===== config.mk =====
export PLATFORM = sky130hd
export DESIGN_NAME = load_store_unit
export DESIGN_NICKNAME = d
export VERILOG_FILES = /design/src/rtl/load_store_unit_pkg.sv /design/src/rtl/load_store_unit_align.sv /design/src/rtl/load_store_unit.sv
export SDC_FILE = /design/constraint.sdc
export NUM_CORES = 1
export LEC_CHECK = 0
export CAP_MARGIN = 25
export CELL_PAD_IN_SITES_DETAIL_PLACEMENT = 1
export CELL_PAD_IN_SITES_GLOBAL_PLACEMENT = 2
export CORE_ASPECT_RATIO = 1.75
export CORE_MARGIN = 2
export CORE_UTILIZATION = 26
export CTS_BUF_LIST = sky130_fd_sc_hd__clkbuf_16
export CTS_CLUSTER_DIAMETER = 60
export DETAILED_ROUTE_END_ITERATION = 8
export HOLD_SLACK_MARGIN = 0.05
export PLACE_DENSITY = 0.86
export REMOVE_ABC_BUFFERS = 1
export SKIP_CTS_REPAIR_TIMING = 1
export SLEW_MARGIN = 30
export SYNTH_ARGS = -nofsm -noshare
export SYNTH_HDL_FRONTEND = slang
export SYNTH_HIERARCHICAL = 1
export SYNTH_SLANG_ARGS = --single-unit

===== constraint.sdc =====
create_clock -name CLK -period 2.44 [get_ports CLK]
set_input_delay 0.488 -clock CLK [delete_from_list [all_inputs] [get_ports CLK]]
set_output_delay 0.488 -clock CLK [all_outputs]
set_load 0.1 [all_outputs]

===== src/rtl/load_store_unit_pkg.sv =====
// Shared definitions for the load/store unit: access-size encodings,
// FSM state type and per-size byte-enable masks.
package load_store_unit_pkg;

    localparam logic [2:0] MEM_BYTE              = 3'b000;
    localparam logic [2:0] MEM_HALFWORD          = 3'b001;
    localparam logic [2:0] MEM_WORD              = 3'b010;
    localparam logic [2:0] MEM_BYTE_UNSIGNED     = 3'b100;
    localparam logic [2:0] MEM_HALFWORD_UNSIGNED = 3'b101;

    typedef enum logic [1:0] {
        LSU_IDLE  = 2'd0,
        LSU_BEAT0 = 2'd1,
        LSU_BEAT1 = 2'd2,
        LSU_DONE  = 2'd3
    } lsu_state_e;

    localparam logic [3:0] BE_NONE = 4'b0000;
    localparam logic [3:0] BE_BYTE = 4'b0001;
    localparam logic [3:0] BE_HALF = 4'b0011;
    localparam logic [3:0] BE_WORD = 4'b1111;

    // Unaligned lane mask for an access size; BE_NONE marks an invalid encoding.
    function automatic logic [3:0] size_mask(input logic [2:0] ctrl);
        case (ctrl)
            MEM_BYTE, MEM_BYTE_UNSIGNED:         size_mask = BE_BYTE;
            MEM_HALFWORD, MEM_HALFWORD_UNSIGNED: size_mask = BE_HALF;
            MEM_WORD:                            size_mask = BE_WORD;
            default:                             size_mask = BE_NONE;
        endcase
    endfunction

endpackage


===== src/rtl/load_store_unit_align.sv =====
// Byte-lane steering for the LSU: store data/enables spread over two beats,
// load bytes gathered from two beats and sign/zero extended.
module lsu_align
    import load_store_unit_pkg::*;
(
    input  logic [1:0]  offset_i,
    input  logic [2:0]  ctrl_i,
    input  logic [31:0] st_data_i,
    input  logic [31:0] rd_lo_i,
    input  logic [23:0] rd_hi_i,
    output logic [3:0]  be_lo_o,
    output logic [3:0]  be_hi_o,
    output logic [31:0] wd_lo_o,
    output logic [31:0] wd_hi_o,
    output logic [31:0] ld_data_o,
    output logic        split_o
);

    logic [7:0]  be_wide;
    logic [63:0] wd_wide;
    logic [31:0] ld_word;

    always_comb begin
        be_wide = {4'b0000, size_mask(ctrl_i)} << offset_i;
        wd_wide = {32'h0, st_data_i} << {offset_i, 3'b000};
    end

    assign be_lo_o = be_wide[3:0];
    assign be_hi_o = be_wide[7:4];
    assign wd_lo_o = wd_wide[31:0];
    assign wd_hi_o = wd_wide[63:32];
    assign split_o = |be_wide[7:4];

    // Bytes past the end of the first word come from the low lanes of the second.
    always_comb begin
        case (offset_i)
            2'd0:    ld_word = rd_lo_i;
            2'd1:    ld_word = {rd_hi_i[7:0],  rd_lo_i[31:8]};
            2'd2:    ld_word = {rd_hi_i[15:0], rd_lo_i[31:16]};
            default: ld_word = {rd_hi_i[23:0], rd_lo_i[31:24]};
        endcase
    end

    always_comb begin
        case (ctrl_i)
            MEM_BYTE:              ld_data_o = {{24{ld_word[7]}}, ld_word[7:0]};
            MEM_BYTE_UNSIGNED:     ld_data_o = {24'h0, ld_word[7:0]};
            MEM_HALFWORD:          ld_data_o = {{16{ld_word[15]}}, ld_word[15:0]};
            MEM_HALFWORD_UNSIGNED: ld_data_o = {16'h0, ld_word[15:0]};
            MEM_WORD:              ld_data_o = ld_word;
            default:               ld_data_o = 32'h0;
        endcase
    end

endmodule


===== src/rtl/load_store_unit.sv =====
// Load/store unit: turns a memory-stage request into one or two bus beats
// with per-beat ack timeout, then reports completion or fault for one cycle.
//
//   state | meaning
//   IDLE  | waiting for MEM_Req; latches the request
//   BEAT0 | first bus beat at addr[31:2]
//   BEAT1 | second beat of a split access at addr[31:2]+1
//   DONE  | result valid, LSU_Done or LSU_Fault pulse
module load_store_unit
    import load_store_unit_pkg::*;
#(
    parameter int TIMEOUT_CYCLES = 256
) (
    input  logic        CLK,
    input  logic        RST_N,
    input  logic        MEM_Req,
    input  logic        MEM_W_En,
    input  logic [2:0]  MEM_Control,
    input  logic [31:0] ALU_Out,
    input  logic [31:0] REG_R_Data2,
    output logic [31:0] Data_Out,
    output logic        LSU_Stall,
    output logic        LSU_Done,
    output logic        LSU_Fault,
    output logic        BUS_Req,
    output logic [29:0] BUS_Addr,
    output logic        BUS_W_En,
    output logic [3:0]  BUS_Byte_En,
    output logic [31:0] BUS_W_Data,
    input  logic        BUS_Ack,
    input  logic [31:0] BUS_R_Data
);

    localparam int             CW       = $clog2(TIMEOUT_CYCLES) + 1;
    localparam logic [CW-1:0]  CNT_LOAD = CW'(TIMEOUT_CYCLES - 1);

    lsu_state_e    state_q, state_d;
    logic [31:0]   addr_q, addr_d;
    logic [31:0]   wdata_q, wdata_d;
    logic [2:0]    ctrl_q, ctrl_d;
    logic          we_q, we_d;
    logic [31:0]   rd0_q, rd0_d;
    logic [31:0]   data_q, data_d;
    logic [CW-1:0] cnt_q, cnt_d;
    logic          fault_q, fault_d;

    logic [3:0]    be_lo, be_hi;
    logic [31:0]   wd_lo, wd_hi, ld_data, rd_lo;
    logic          split;

    // The final beat's read data is used live in its ack cycle.
    assign rd_lo = (state_q == LSU_BEAT0) ? BUS_R_Data : rd0_q;

    lsu_align u_align (
        .offset_i  (addr_q[1:0]),
        .ctrl_i    (ctrl_q),
        .st_data_i (wdata_q),
        .rd_lo_i   (rd_lo),
        .rd_hi_i   (BUS_R_Data[23:0]),
        .be_lo_o   (be_lo),
        .be_hi_o   (be_hi),
        .wd_lo_o   (wd_lo),
        .wd_hi_o   (wd_hi),
        .ld_data_o (ld_data),
        .split_o   (split)
    );

    always_comb begin
        state_d     = state_q;
        addr_d      = addr_q;
        wdata_d     = wdata_q;
        ctrl_d      = ctrl_q;
        we_d        = we_q;
        rd0_d       = rd0_q;
        data_d      = data_q;
        cnt_d       = cnt_q;
        fault_d     = 1'b0;
        LSU_Stall   = 1'b0;
        LSU_Done    = 1'b0;
        LSU_Fault   = 1'b0;
        BUS_Req     = 1'b0;
        BUS_Addr    = 30'h0;
        BUS_W_En    = 1'b0;
        BUS_Byte_En = 4'h0;
        BUS_W_Data  = 32'h0;

        case (state_q)
            LSU_IDLE: begin
                if (MEM_Req) begin
                    LSU_Stall = 1'b1;
                    addr_d    = ALU_Out;
                    wdata_d   = REG_R_Data2;
                    ctrl_d    = MEM_Control;
                    we_d      = MEM_W_En;
                    cnt_d     = CNT_LOAD;
                    if (size_mask(MEM_Control) == BE_NONE) begin
                        data_d  = 32'h0;
                        state_d = LSU_DONE;
                    end else begin
                        state_d = LSU_BEAT0;
                    end
                end
            end
            LSU_BEAT0: begin
                LSU_Stall   = 1'b1;
                BUS_Req     = 1'b1;
                BUS_Addr    = addr_q[31:2];
                BUS_W_En    = we_q;
                BUS_Byte_En = be_lo;
                BUS_W_Data  = wd_lo;
                if (BUS_Ack) begin
                    rd0_d = BUS_R_Data;
                    if (split) begin
                        cnt_d   = CNT_LOAD;
                        state_d = LSU_BEAT1;
                    end else begin
                        data_d  = we_q ? 32'h0 : ld_data;
                        state_d = LSU_DONE;
                    end
                end else if (cnt_q == '0) begin
                    fault_d = 1'b1;
                    data_d  = 32'h0;
                    state_d = LSU_DONE;
                end else begin
                    cnt_d = cnt_q - CW'(1);
                end
            end
            LSU_BEAT1: begin
                LSU_Stall   = 1'b1;
                BUS_Req     = 1'b1;
                BUS_Addr    = addr_q[31:2] + 30'd1;
                BUS_W_En    = we_q;
                BUS_Byte_En = be_hi;
                BUS_W_Data  = wd_hi;
                if (BUS_Ack) begin
                    data_d  = we_q ? 32'h0 : ld_data;
                    state_d = LSU_DONE;
                end else if (cnt_q == '0) begin
                    // The first beat of a split store has already landed; only flag it.
                    fault_d = 1'b1;
                    data_d  = 32'h0;
                    state_d = LSU_DONE;
                end else begin
                    cnt_d = cnt_q - CW'(1);
                end
            end
            LSU_DONE: begin
                LSU_Done  = ~fault_q;
                LSU_Fault = fault_q;
                state_d   = LSU_IDLE;
            end
        endcase
    end

    assign Data_Out = data_q;

    always_ff @(posedge CLK) begin
        if (!RST_N) begin
            state_q <= LSU_IDLE;
            addr_q  <= 32'h0;
            wdata_q <= 32'h0;
            ctrl_q  <= 3'h0;
            we_q    <= 1'b0;
            rd0_q   <= 32'h0;
            data_q  <= 32'h0;
            cnt_q   <= '0;
            fault_q <= 1'b0;
        end else begin
            state_q <= state_d;
            addr_q  <= addr_d;
            wdata_q <= wdata_d;
            ctrl_q  <= ctrl_d;
            we_q    <= we_d;
            rd0_q   <= rd0_d;
            data_q  <= data_d;
            cnt_q   <= cnt_d;
            fault_q <= fault_d;
        end
    end

endmodule

==> metrics <==
FILL cells=4137; clock share of power=16.2%; synth unique cells=between 70 and 80; pre-CTS setup slack=-0.190 ns; Area Growth Syn to Fin=69.6%; final wirelength=41600 um; FFs w/ async S/R, synth=0%; CP Data Required Time=1.95 ns; later-pin clock latency in the skew report=between 0.4 and 0.5 ns; CTS tree=done; global-route wire length before repair=56400 um; dominant synthesized flop cell=dfxtp_1; Fmax achieved=0.327 GHz; relative slew slack=45.4%; final worst slack=-0.616 ns; Final ANT Viol Nets=0; Setup CP Type=reg -> out; Syn Inst Count=about 1200; IO Pins=207; Finished Layout Cells=2053; vias in the first global route=10500; Routability Congestion=0.834; hold_ws=0.385 ns; failing checks=setup timing; initial antenna violation count=3; top cells by area, synth=dfxtp_1 30%, nand2_1 13%, a21oi_1 6.9%, mux4_2 6.8%, mux2i_1 6.3%; max-slew violations=0; total power draw=approximately 0.017 W; Max-Cap Viols=0; Core Rows=92; routed vias=10500; part of the power in combinational logic=64.7%; syn avg cell area=7.65 sq um; final worst path period share=125%; Worst setup SP type=flop; Placed Instances=1939; R2R depth=12; Bufs and invs on worst path=3; Critical Path Stages=8; Worst EP arrival=2.57 ns; die height=257 um; kind of cell adding the most delay to the critical path=simple AND/OR/NAND/NOR gates; Global Route Usage Sum=between 10% and 20%; unrepaired setup endpoints after global routing=yes; worst slew pin tran=a little over 0.8 ns; Hold Fails Final Rpt=0; # H-tree levels=4; Pint=0.00895 W; R2R Setup Slk=-0.08 ns; post-layout util=about 45%; Clock Sink Count=144; largest net degree at the start of global routing=69; share of post-route cells with drive strength above 1=39.7%; Hold Crit Class=in -> reg; Worst Setup End Kind=output pin; status=finished, violations left; Seq pwr share=19.1%; Commonest cells post-synth=335 x nand2_1, 144 x dfxtp_1, 132 x a21oi_1, 76 x nor2_1, 61 x clkbuf_1; cell taking the most area after synthesis=dfxtp_1; core footprint=36100 sq um; EDFF count, synth=0; vias per std cell=around 5; NetSw=~0.0079 W; gr ovfl total=0; Crit Path Max Fanout=4; Pwr Density=1040 nW/um^2; Residual DRC=0; root buffer cell=clkbuf_16; DRT Pass-1 Iters=4; hpwl dp=26500 um; max incr delay on CP=~0.44 ns; Post-Route Skew=around 0.012 ns; switch share=47.0%; CTS max path bufs=2; TritonCTS Buffers=17; cell area after synthesis=9540 sq um; Die ar.=38300 sq um; VDD IR max=roughly 0.8 mV; number of buffers added on ports=slightly above 200; clk slew on worst S/H paths=0.07 ns; Static Leakage=~6.1 nW; RR Endpoint=Data_Out[23]$_SDFFE_PN0P_; Reg2Reg Launch Point=state_q[1]$_SDFFE_PN0N_; Starting Density=26.4%; most common cell in the netlist=nand2_1; Yosys top cell area share=roughly 30%; post-synthesis sequential area ratio=between 30% and 40%; Die X=149 um; cells along the critical path=buf_6 > nand4_1 > nor4_4 > nand2b_1 > buf_4 > o211ai_1 > nand3_4 > buf_12; Final min period=3.06 ns; CP max-delay cell=nor4_4; Final setup viols=78; drt initial violations=321; Synth Register Bits=~140; Worst Setup SP=addr_q[3]$_SDFFE_PN0P_; # nets final=~1700; Worst Setup EP=BUS_Addr[23]; Synth warnings=6; Avg WL per Cell=20.3 um
-- cell usage in the layout (no fill, tap or decap), drive strengths merged, types with 4 or more instances in the layout --
cell type      instances
nand2                337
clkinv                 6
o22ai                  5
a31oi                 13
buf                  292
a22o                   8
nor2b                 23
ha                     9
nor3                  12
nand3                 17
clkdlybuf4s50        102
nand4                 12
and3                  13
o211ai                 6
a22oi                 37
o21ai                 64
nand3b                 4
clkbuf                29
mux4                  29
inv                   21
a311oi                 4
mux2i                 60
conb                   9
and2                  15
nor4                   6
dfxtp                144
a21oi                132
mux2                  46
nor2                  77
or4                    6
-- through the flow --
stage,instance area (sq um),TNS [ns]
6_report,16200,-15.44
5_1_grt,16200,-19.92
4_1_cts,14000,-26.18
3_5_place_dp,13400,-1.39
3_3_place_gp,13400,-0.841
2_1_floorplan,9030,-367.88
-- worst min path at each step --
stage | from | to | slack, ns | depth (start not counted)
after floorplan | cnt_q[8]$_SDFFE_PN0P_ | cnt_q[8]$_SDFFE_PN0P_ | 0.43 | 2
after CTS | RST_N | cnt_q[8]$_SDFFE_PN0P_ | 0.38 | 3
final | RST_N | cnt_q[8]$_SDFFE_PN0P_ | 0.39 | 3
after global placement | rd0_q[27]$_SDFFE_PN0P_ | rd0_q[27]$_SDFFE_PN0P_ | 0.44 | 2
after global routing | RST_N | cnt_q[4]$_SDFFE_PN0P_ | 0.40 | 3
after detailed placement | rd0_q[19]$_SDFFE_PN0P_ | rd0_q[19]$_SDFFE_PN0P_ | 0.44 | 2
-- logic make-up after synthesis --
kind of cell	Yosys count	share of synthesized area, %
flops	144	30.2
simple gates	533	24.9
compound gates	297	18.7
mux	135	18.7
buf+inv	127	6.21
xor+xnor	1	0.0919
other cells	1	0.0393
fa+ha+maj	9	1.18
-- layout make-up --
cell class / count / area, sq um / area share [%]
Antenna cell: 1 / 2.50 / 0.0155
Clock buffer: 17 / 425 / 2.63
Clock inverter: 15 / 161 / 0.998
Inverter: 16 / 66.3 / 0.410
Multi-Input combinational cell: 984 / 7180 / 44.4
Sequential cell: 144 / 2920 / 18.1
Tap cell: 470 / 588 / 3.64
Timing Repair Buffer: 406 / 4830 / 29.9
-- power groups by stage --
stage,Sequential [W],Clock [W],Combinational (W)
floorplan,0.00355,0,0.00491
global placement,0.00320,0,0.00842
detailed placement,0.00324,0,0.00856
CTS,0.00318,0.00279,0.00860
global route,0.00329,0.00289,0.0115
finish,0.00323,0.00274,0.0109
-- layer usage --
layer  global-route usage, %  up-vias  routed length, um
met2                    35.1      246              22900
met4                    9.92        4               1880
met5                       0        -                 23
met1                    19.5     5173              15300
li1                        -     5014                  -
met3                    2.98       91               1400
-- state kept, by name, indices dropped and copies added, names as in the netlist --
register	flops
state_q	2
cnt_q	9
wdata_q	32
fault_q	1
we_q	1
ctrl_q	3
rd0_q	32
addr_q	32
Data_Out	32
-- worst reg2reg max path, delay by kind of cell, from the launching register on --
| kind | cells | cell delay, ns |
|---|---|---|
| flip-flops | 1 | 0.34 |
| AND/OR/NAND/NOR | 1 | 0.07 |
| adder cells (fa/ha/maj) | 1 | 0.20 |
| AO/OA/AOI/OAI | 2 | 0.45 |
| multiplexers | 3 | 0.68 |
| buffers and inverters | 5 | 0.66 |
Power figures use the tool's default switching activity.
